File: config.mk
export PLATFORM = sky130hd
export DESIGN_NAME = hazard_ctrl_mdu
export DESIGN_NICKNAME = d
export VERILOG_FILES = /design/src/rtl/hazard_ctrl_mdu.sv
export SDC_FILE = /design/constraint.sdc
export NUM_CORES = 1
export LEC_CHECK = 0
export CORE_ASPECT_RATIO = 1.1
export CORE_MARGIN = 8
export CORE_UTILIZATION = 37
export CTS_CLUSTER_SIZE = 14
export DETAILED_ROUTE_END_ITERATION = 8
export PLACE_DENSITY = 0.84
export SLEW_MARGIN = 10
export SYNTH_ARGS = -nofsm -noshare
export SYNTH_HDL_FRONTEND = slang
export SYNTH_SLANG_ARGS = --single-unit
File: constraint.sdc
create_clock -name clk -period 2 [get_ports clk]
set_input_delay 0.3 -clock clk [delete_from_list [all_inputs] [get_ports clk]]
set_output_delay 0.3 -clock clk [all_outputs]
set_load 0.02 [all_outputs]
File: src/rtl/hazard_ctrl_mdu.sv
// Pipeline hazard controller with a latency-counted MDU scoreboard.
// Optional stall performance counters are built only when HAZARD_PERF_EN is defined.
module hazard_ctrl_mdu #(
    parameter int REG_AW  = 5,
    parameter int MDU_LAT = 4,
    parameter int CNT_W   = 16
) (
    input  logic              clk,
    input  logic              rst_n,
    input  logic [REG_AW-1:0] rs_d,
    input  logic [REG_AW-1:0] rt_d,
    input  logic [REG_AW-1:0] rs_e,
    input  logic [REG_AW-1:0] rt_e,
    input  logic [REG_AW-1:0] writereg_e,
    input  logic [REG_AW-1:0] writereg_m,
    input  logic [REG_AW-1:0] writereg_w,
    input  logic              memtoreg_e,
    input  logic              memtoreg_m,
    input  logic              regwrite_e,
    input  logic              regwrite_m,
    input  logic              regwrite_w,
    input  logic              branch_d,
    input  logic              mdu_op_d,
    input  logic              mdu_start_e,
    input  logic [REG_AW-1:0] mdu_dst_e,
    input  logic              perf_clr,
    output logic              forwarda_d,
    output logic              forwardb_d,
    output logic [1:0]        forwarda_e,
    output logic [1:0]        forwardb_e,
    output logic              stall_f,
    output logic              stall_d,
    output logic              flush_e,
    output logic              mdu_busy,
    output logic              mdu_wb,
    output logic [REG_AW-1:0] mdu_wb_reg,
    output logic [CNT_W-1:0]  lw_stall_cnt,
    output logic [CNT_W-1:0]  br_stall_cnt,
    output logic [CNT_W-1:0]  mdu_stall_cnt
);

    typedef enum logic [1:0] {
        ST_IDLE = 2'd0,
        ST_BUSY = 2'd1,
        ST_DONE = 2'd2
    } mdu_state_e;

    localparam logic [3:0] LAT_M1  = 4'(MDU_LAT - 1);
    localparam bit         LAT_ONE = (MDU_LAT == 1);

    mdu_state_e        state_q, state_d;
    logic [3:0]        cnt_q, cnt_d;
    logic [REG_AW-1:0] pend_q, pend_d;
    logic              lw_stall_s, br_stall_s, mdu_stall_s;

    // E-stage forward select: M has priority over W, never for register 0.
    function automatic logic [1:0] fwd_sel(input logic [REG_AW-1:0] src,
                                           input logic [REG_AW-1:0] wr_m, input logic we_m,
                                           input logic [REG_AW-1:0] wr_w, input logic we_w);
        logic [1:0] sel;
        if (src != '0 && src == wr_m && we_m) begin
            sel = 2'b10;
        end else if (src != '0 && src == wr_w && we_w) begin
            sel = 2'b01;
        end else begin
            sel = 2'b00;
        end
        return sel;
    endfunction

    // Combinational forwarding and stall decisions.
    always_comb begin
        forwarda_d  = (rs_d != '0) && (rs_d == writereg_m) && regwrite_m;
        forwardb_d  = (rt_d != '0) && (rt_d == writereg_m) && regwrite_m;
        forwarda_e  = fwd_sel(rs_e, writereg_m, regwrite_m, writereg_w, regwrite_w);
        forwardb_e  = fwd_sel(rt_e, writereg_m, regwrite_m, writereg_w, regwrite_w);
        lw_stall_s  = memtoreg_e && ((rt_e == rs_d) || (rt_e == rt_d));
        br_stall_s  = branch_d &&
                      ((regwrite_e && ((writereg_e == rs_d) || (writereg_e == rt_d))) ||
                       (memtoreg_m && ((writereg_m == rs_d) || (writereg_m == rt_d))));
        // DONE releases the stall: the write-back is visible to D in the same cycle.
        mdu_stall_s = (state_q == ST_BUSY) &&
                      (((pend_q != '0) && ((pend_q == rs_d) || (pend_q == rt_d))) || mdu_op_d);
        stall_d     = lw_stall_s || br_stall_s || mdu_stall_s;
        stall_f     = stall_d;
        flush_e     = stall_d;
    end

    // Scoreboard next-state logic.
    always_comb begin
        state_d = state_q;
        cnt_d   = cnt_q;
        pend_d  = pend_q;
        case (state_q)
            ST_IDLE: begin
                if (mdu_start_e) begin
                    pend_d  = mdu_dst_e;
                    cnt_d   = LAT_M1;
                    state_d = LAT_ONE ? ST_DONE : ST_BUSY;
                end else begin
                    state_d = ST_IDLE;
                end
            end
            ST_BUSY: begin
                cnt_d = cnt_q - 4'd1;
                if (cnt_q == 4'd1) begin
                    state_d = ST_DONE;
                end else begin
                    state_d = ST_BUSY;
                end
            end
            ST_DONE: begin
                state_d = ST_IDLE;
                cnt_d   = 4'd0;
                pend_d  = '0;
            end
            default: begin
                state_d = ST_IDLE;
                cnt_d   = 4'd0;
                pend_d  = '0;
            end
        endcase
    end

    // Scoreboard state register.
    always_ff @(posedge clk) begin
        if (!rst_n) begin
            state_q <= ST_IDLE;
            cnt_q   <= 4'd0;
            pend_q  <= '0;
        end else begin
            state_q <= state_d;
            cnt_q   <= cnt_d;
            pend_q  <= pend_d;
        end
    end

    assign mdu_busy   = (state_q != ST_IDLE);
    assign mdu_wb     = (state_q == ST_DONE);
    assign mdu_wb_reg = (state_q == ST_DONE) ? pend_q : '0;

`ifdef HAZARD_PERF_EN
    logic [CNT_W-1:0] lw_cnt_q, br_cnt_q, mdu_cnt_q;

    function automatic logic [CNT_W-1:0] sat_inc(input logic [CNT_W-1:0] v, input logic en);
        logic [CNT_W-1:0] r;
        if (en && (v != '1)) begin
            r = v + CNT_W'(1);
        end else begin
            r = v;
        end
        return r;
    endfunction

    // Saturating stall counters; clear wins over a same-cycle increment.
    always_ff @(posedge clk) begin
        if (!rst_n) begin
            lw_cnt_q  <= '0;
            br_cnt_q  <= '0;
            mdu_cnt_q <= '0;
        end else if (perf_clr) begin
            lw_cnt_q  <= '0;
            br_cnt_q  <= '0;
            mdu_cnt_q <= '0;
        end else begin
            lw_cnt_q  <= sat_inc(lw_cnt_q, lw_stall_s);
            br_cnt_q  <= sat_inc(br_cnt_q, br_stall_s);
            mdu_cnt_q <= sat_inc(mdu_cnt_q, mdu_stall_s);
        end
    end

    assign lw_stall_cnt  = lw_cnt_q;
    assign br_stall_cnt  = br_cnt_q;
    assign mdu_stall_cnt = mdu_cnt_q;
`else
    logic unused_perf_s;
    assign unused_perf_s = perf_clr;
    assign lw_stall_cnt  = '0;
    assign br_stall_cnt  = '0;
    assign mdu_stall_cnt = '0;
`endif

endmodule

# Yosys cells after proc, flatten, opt, wreduce, memory -nomap -nowiden
# Cells that the tools add are included.
# op_classes
add_sub_neg	1
n_eq_ne	18
mux	12
n_bitwise	1
n_reduce_logical	34
# ops
cell	count
== test 5 bit	14
nonzero test 5 bit	5
logical AND 1 bit	18
two-way mux 5 bit	2
case mux 5 bit (2 select lines)	1
logical OR 1 bit	8
case mux 4 bit (2 select lines)	1
two-way mux 2 bit	3
== test 4 x 1 -> 1 bit, second input constant	1
two-way mux 4 bit	1
case mux 2 bit (2 select lines)	1
subtractor 4 x 1 -> 4 bit, second input constant	1
two-way mux 1 bit	3
== test 2 x 1 -> 1 bit, second input constant	1
== test 2 bit, second input constant	1
zero test 2 bit	1
!= test 2 bit, second input constant	1
AND reduction 2 bit	1
nonzero test 2 bit	1
NOT 1 bit	1
# totals
register_bits	11
output_inout_bits	64
word_cells	69

# Depth between registers and ports, before layout
# Gate-level depths: netlist (run 1).
# depth
word_depth	7
ltp_mapped	7

# Worst setup path before layout (run 1)
# No wires, ideal clock.
# synth_path
path_kind	in2out
startpoint	input rs_e[1]
endpoint	output forwarda_e[0]
arrival_ns	1.807
setup_slack_ns	-0.107
cell_stages	4
cell_sequence	or4_1 > nor2_1 > nor4_1 > nor4_1
# synth_between
elab_chain_cells	5
word_cells_on_any_way	9
cone_classes	2 x eq/ne; 2 x mux; 5 x reduce/logical
# synth_lines
element	line	source
start: declaration	12	input logic [REG_AW-1:0] rs_e,
== test 5 bit / nonzero test 5 bit (equally long branches)	63, 61	
logical AND 1 bit (2 in a row)	63	end else if (src != '0 && src == wr_w && we_w) begin
two-way mux 1 bit	63	
two-way mux 2 bit (*)	61	if (src != '0 && src == wr_m && we_m) begin
end: declaration	29	output logic [1:0] forwarda_e,
# Mark *: on every way between the ends. The rest lies on a longest branch, timed or not.

# Worst setup path after layout (run 1)
# layout_path
startpoint	register pend_q[1]
endpoint	output flush_e
# layout_between
elab_chain_cells	6
word_cells_on_any_way	8
cone_classes	2 x eq/ne; 6 x reduce/logical
# layout_lines
element	line	source
start: declaration	53	logic [REG_AW-1:0] pend_q, pend_d;
start signal: assignment	134	pend_q <= pend_d;
== test 5 bit	83	(((pend_q != '0) && ((pend_q == rs_d) || (pend_q == rt_d))) || mdu_op_d);
logical OR 1 bit	83	
logical AND 1 bit (*)	83	
logical OR 1 bit (*)	83	
logical AND 1 bit (*)	82	mdu_stall_s = (state_q == ST_BUSY) &&
logical OR 1 bit (*)	84	stall_d = lw_stall_s || br_stall_s || mdu_stall_s;
end: declaration	33	output logic flush_e,
# Marked as above.

==> results.py, run 1 <==
metrics = {
    "critical_path": {
        "crit_chain": "or4_1 > nor2_1 > nor3b_1 > o21ai_1 > nand4_1 > buf_4",
        "r2r_slack_ps": 860,
        "r2r-end": "cnt_q[2]",
        "crit_fanout": 3,
        "startpoint": "pend_q[1]",
        "cpMaxStageDelayCell": "or4_1",
        "critPathLaunchType": "flop",
        "slowest_delay_ps": 500,
        "critical_path_class": "reg2out",
        "cp.required_ps": 1700,
        "worstSetupEndpointType": "output pin",
        "endpoint": "flush_e",
        "reg2regPathDepth": 4,
        "crit_arrival_ps": 1700,
        "rr_startpoint": "state_q[0]",
    },
    "sta": {
        "finalHoldViolCount": 0,
        "rsz0062_at_grt": "yes",
        "fmax_mhz": 500,
        "holdWs_ps": 523,
        "finalWorstSetupSlack_ps": -0.161,
        "finalCritPeriodShare": 1.00,
        "drv_slew": 0,
        "fin_skew_ps": 1.77,
        "finalCriticalPeriod_ps": 2000,
        "setup_viol": 1,
    },
    "route": {
        "first_pass_iters": 4,
        "wirelength_mm": 5.18,
        "drt_iter0_markers": 43,
        "num_vias": 1648,
        "routedWlPerCell_um": 14.1,
        "postRouteAntennaNets": 0,
        "drc": 0,
        "viasPerCell": 4.48,
    },
    "power_and_ir_drop": {
        "finalPower_mw": 1.03,
        "p_switching_mw": 0.398,
        "internal_power_mw": 0.634,
        "combPwrFrac": 0.531,
        "swShare": 0.385,
        "ir_worst_vdd_mv": 0.430,
        "pwr_density_cell_mw_per_mm2": 400,
        "p_seq_frac": 0.250,
        "power_frac_clock": 0.219,
        "p_leak_nw": 1.15,
    },
    "synthesis": {
        "syn_area_sq_mm": 0.00175,
        "synth_area_per_cell_sq_um": 7.71,
        "ys_ff_latch": 11,
        "synth_top_area_frac": 0.215,
        "synth_area_leaders": "buf_4 (21%), xnor2_1 (20%), dfxtp_1 (13%)",
        "synth_area_leader_cell": "buf_4",
        "yosysWarnings": 0,
        "seq_area_frac_synth": 0.126,
        "netlist_instances": 227,
        "ys_types": 35,
    },
    "clock_network": {
        "path_clk_slew_ps": 50,
        "clk_latency_ps": 240,
        "cts_made_buffers": 3,
        "cts_max_level": 1,
        "hold_buffers": 0,
        "clock_path_buffers": 2,
        "cts_tree": "done",
        "cts.sink_count": 11,
        "cts_root_buf": "clkbuf_8",
    },
    "place": {
        "port_buffers": 65,
        "globalplace.congestion": 0.854,
        "placedCellCount": 361,
        "dp_hpwl_mm": 4.46,
        "pre_cts_ws_ps": -692,
    },
    "hold_path": {
        "hold_class": "reg2reg",
        "hold_depth": 2,
    },
    "layout": {
        "multi_input_comb_area_sq_mm": 0.00134,
        "syn_to_final_growth_pct": 47.6,
        "finish.utilization": 0.563,
        "drive_gt1_frac": 0.225,
        "ff_latch_area_sq_um": 220,
        "nFillCells": 407,
        "fin_nets": 365,
        "fin_cells": 368,
    },
    "grt": {
        "use_met3": 0.0257,
        "grt.total_usage": 0.137,
        "grt-ovfl-total": 0,
        "grt_pass1_vias": 1772,
        "grtUsageMet1": 0.137,
        "grt_pass1_wl_mm": 7.87,
        "antenna_found_initial": 1,
        "met2_usage": 0.269,
        "grt_start_max_net_pins": 12,
        "busiest_layer": "met2",
    },
    "status": {
        "violations": "negative setup slack",
        "status": "complete, but fails checks",
    },
    "floorplan": {
        "die_x_um": 81.6,
        "start_util": 0.381,
        "core_area_sq_mm": 0.00459,
        "rows": 26,
        "die_area_sq_mm": 0.00719,
        "io_pins": 115,
        "die_h_um": 88.1,
    },
    "job": {
        "drv_cap": 0,
    },
}
## how the worst min path moves through the flow
| stage | from | to | slack [ps] |
|---|---|---|---|
| floorplan | mdu_dst_e[0] | pend_q[0] | 450 |
| global placement | cnt_q[2] | cnt_q[2] | 500 |
| detailed placement | cnt_q[2] | cnt_q[2] | 510 |
| CTS | cnt_q[2] | cnt_q[2] | 520 |
| global route | cnt_q[3] | cnt_q[3] | 570 |
| finish | cnt_q[2] | cnt_q[2] | 520 |
## repair_timing
item                       CTS  global route
setup endpoints to repair   14            13
gates resized for setup     76            21
pin swaps                   10            11
setup buffers                2             0
gates cloned                 0             0
## per-stage QoR
stage / area, sq um / TNS (ps)
after CTS: 2520 / -109
final: 2580 / -0.161
after global placement: 2470 / -5310
after floorplan: 1940 / 0
after global routing: 2580 / -239
after detailed placement: 2470 / -5550
## placed cells by master (no fill, tap or decap), drive strengths merged, types with 3 or more instances in the layout
| cell type | synthesis | layout |
|---|---|---|
| o21ai | 4 | 4 |
| nor2b | 3 | 3 |
| nand4 | 6 | 6 |
| nor2 | 11 | 11 |
| a21oi | 3 | 3 |
| dlygate4sd2 | 0 | 19 |
| conb | 1 | 48 |
| dfxtp | 11 | 11 |
| dlymetal6s2s | 0 | 4 |
| xor2 | 20 | 20 |
| mux2i | 5 | 5 |
| nand3 | 7 | 7 |
| clkdlybuf4s50 | 0 | 29 |
| or3 | 3 | 3 |
| and2 | 5 | 5 |
| clkdlybuf4s15 | 0 | 3 |
| nor4 | 5 | 5 |
| nor3 | 10 | 10 |
| nand2 | 3 | 3 |
| buf | 56 | 47 |
| xnor2 | 40 | 40 |
| or4 | 3 | 3 |
| clkbuf | 14 | 5 |
## worst max-delay path, delay by kind of cell (launching register included)
family | cells | cell delay, ps
AND/OR/NAND/NOR | 4 | 840
buffers and inverters | 1 | 210
flip-flops | 1 | 310
AO/OA/AOI/OAI | 1 | 100
## cells in the mapped netlist (all sizes together)
master	number
buf	56
xnor2	40
xor2	20
clkbuf	14
dfxtp	11
nor2	11
nor3	10
nand3	7
nand4	6
and2	5
mux2i	5
nor4	5
o21ai	4
a21oi	3
nand2	3
nor2b	3
or3	3
or4	3
a211oi	2
ha	2
inv	2
nand3b	2
nor3b	2
o211ai	2
o311a	2
a31oi	1
conb	1
nand2b	1
or2	1
## layer usage
layer	wire length, um	share of wire
met1	1850	0.36
met2	2790	0.54
met3	453	0.087
met4	89	0.017
met5	0	0
## power by group through the flow
| stage | combinational (mW) | clock, mW | sequential, mW |
|---|---|---|---|
| after CTS | 0.532 | 0.232 | 0.256 |
| after detailed placement | 0.539 | 0 | 0.260 |
| final | 0.548 | 0.226 | 0.258 |
| after global routing | 0.590 | 0.244 | 0.262 |
| after global placement | 0.528 | 0 | 0.259 |
| after floorplan | 0.395 | 0 | 0.259 |
## layout make-up
| cell class | count | area share |
|---|---|---|
| clock buffers | 4 | 0.0174 |
| flip-flops and latches | 11 | 0.0853 |
| multi-input cells | 191 | 0.520 |
| repair buffers | 103 | 0.346 |
| diodes | 1 | 0.000969 |
| well taps | 56 | 0.0271 |
| inverters | 2 | 0.00291 |
## state kept, by name, summed over array words and instances (netlist names)
register,cells
pend_q,5
cnt_q,4
state_q,2
## logic make-up (layout without fill, tap and decap cells)
| kind of cell | Yosys count | in the layout | synth area share |
|---|---|---|---|
| DFF | 11 | 11 | 0.126 |
| other | 1 | 49 | 0.00214 |
| adders and majority gates | 2 | 2 | 0.0143 |
| buffers and inverters | 72 | 109 | 0.268 |
| xor gates and xnor gates | 60 | 60 | 0.300 |
| AOI/OAI and AO/OA | 14 | 14 | 0.0522 |
| and+or+nand+nor | 62 | 62 | 0.208 |
| muxes | 5 | 5 | 0.0286 |
Note: power is estimated with default switching activity, not from simulation.
==> inputs of run 2 (changes only) <==
--- a/config.mk
+++ b/config.mk
@@ -11,6 +11,7 @@
 export CTS_CLUSTER_SIZE = 14
 export DETAILED_ROUTE_END_ITERATION = 8
 export PLACE_DENSITY = 0.84
+export SKIP_CTS_REPAIR_TIMING = 1
 export SLEW_MARGIN = 10
 export SYNTH_ARGS = -nofsm -noshare
 export SYNTH_HDL_FRONTEND = slang
==> run 2 against run 1 <==
Net effect: the flow now finishes without violations; sequential power hardly changed; hold slack worse by 1.6 ps; critical path depth stayed put; critical path type unchanged.
==> results.py, run 2 (synthesis gave the netlist of run 1 again) <==
metrics = {
    "power_and_ir_drop": {
        "pwr_density_cell_mw_per_mm2": 391,
        "finalPower_mw": 1.03,
        "ir_worst_vdd_mv": 0.429,
        "p_leak_nw": 1.34,
    },
    "critical_path": {
        "crit_arrival_ps": 1700,
        "worstSetupEndpointType": "output pin",
        "critPathLaunchType": "flop",
        "cp.required_ps": 1700,
        "startpoint": "pend_q[1]",
        "critical_path_class": "reg2out",
        "crit_fanout": 3,
        "cpMaxStageDelayCell": "or4_1",
        "rr_startpoint": "state_q[0]",
        "r2r_slack_ps": 870,
        "critical_path.top_delay_family": "simple AND/OR/NAND/NOR gates",
        "path_buf_inv": 1,
        "crit_chain": "or4_1 > nor2_1 > nor3b_1 > o21ai_1 > nand4_1 > buf_4",
        "slowest_delay_ps": 510,
    },
    "grt": {
        "antenna_found_initial": 1,
        "grt-ovfl-total": 0,
        "grt_pass1_wl_mm": 7.64,
        "grt_start_max_net_pins": 12,
        "grt_pass1_vias": 1737,
        "grt.total_usage": 0.133,
    },
    "clock_network": {
        "cts.sink_count": 11,
        "cts_max_level": 1,
        "cts_tree": "done",
        "path_clk_slew_ps": 50,
        "cts_root_buf": "clkbuf_8",
        "clock_path_buffers": 2,
        "clk_latency_ps": 240,
        "cts_made_buffers": 3,
    },
    "floorplan": {
        "die_area_sq_mm": 0.00719,
        "die_x_um": 81.6,
        "rows": 26,
        "die_h_um": 88.1,
        "start_util": 0.381,
        "io_pins": 115,
        "core_area_sq_mm": 0.00459,
    },
    "sta": {
        "rsz0062_at_grt": "yes",
        "drv_slew": 0,
        "finalCriticalPeriod_ps": 2000,
        "setup_tns_ps": 0,
        "finalWorstSetupSlack_ps": 0.383,
        "finalCritPeriodShare": 1.00,
        "fin_skew_ps": 0.748,
        "fmax_mhz": 500,
        "setup_viol": 0,
        "holdWs_ps": 521,
        "finalHoldViolCount": 0,
    },
    "layout": {
        "top_register": "pend_q",
        "largest_register_ffs": 5,
        "drive_gt1_frac": 0.206,
        "reg_top3": "pend_q x5, cnt_q x4, state_q x2",
        "layout_common_cells": "conb_1 (48), xnor2_1 (40), buf_4 (40)",
        "layout_commonest_cell": "conb_1",
        "syn_to_final_growth_pct": 51.4,
        "finish.utilization": 0.577,
        "fin_nets": 364,
        "nFillCells": 385,
    },
    "route": {
        "drt_iter0_markers": 45,
        "routedWlPerCell_um": 14.0,
        "first_pass_iters": 4,
        "viasPerCell": 4.48,
        "wirelength_mm": 5.15,
        "drc": 0,
        "postRouteAntennaNets": 0,
        "num_vias": 1645,
    },
    "hold_path": {
        "hold_path_startpoint": "cnt_q[2]",
        "hold_class": "reg2reg",
    },
    "place": {
        "pre_cts_ws_ps": -692,
        "globalplace.congestion": 0.854,
        "port_buffers": 65,
        "dp_hpwl_mm": 4.46,
    },
    "job": {
        "drv_cap": 0,
    },
    "status": {
        "status": "complete, no violations",
    },
}
## run 2: changes by cell type in the layout (fill, tap and decap cells not counted), sizes merged
cell and change:
buf -5, clkbuf +1, clkdlybuf4s15 -3, clkdlybuf4s50 +1
dlygate4sd2 -19, dlymetal6s2s +24
## run 2: final cells by class
cell class	instances	area (sq um)	area share
flip-flops and latches	11	220	0.0832
multi-input cells	191	1320	0.498
clock buffers	4	45.0	0.0170
well taps	56	70.1	0.0265
diodes	1	2.50	0.000945
inverters	2	7.51	0.00284
repair buffers	102	983	0.371
## run 2: final timing paths
path / depth (start not counted) / endpoint
setup / recovery: 6 / flush_e
hold / removal: 2 / cnt_q[2]
setup reg to reg: 4 / cnt_q[2]
hold reg to reg: 2 / cnt_q[2]
## run 2: worst register-to-register path: cells and delay by family, from the launching register on
family	cells	cell delay (ps)
flops	1	460
simple gates	1	70
buf+inv	1	220
compound gates	2	240
## run 2: per-layer routing
layer	global-route usage	routed length (um)	vias up
met5	0	0	-
met4	0.0504	146	0
met3	0.0246	441	14
met2	0.259	2720	72
met1	0.132	1840	746
li1	-	-	813
## run 2: power breakdown
group / leakage [nW] / internal [mW] / switching (mW)
Combinational: 1.23 / 0.264 / 0.288
Clock: 0.0228 / 0.140 / 0.0855
Sequential: 0.0906 / 0.238 / 0.0192
## run 2: metrics by stage
stage          cell area (sq um)  instances
5_1_grt                     2650        367
3_5_place_dp                2470        361
4_1_cts                     2510        365
3_3_place_gp                2470        361
6_report                    2650        367
2_1_floorplan               1940        274
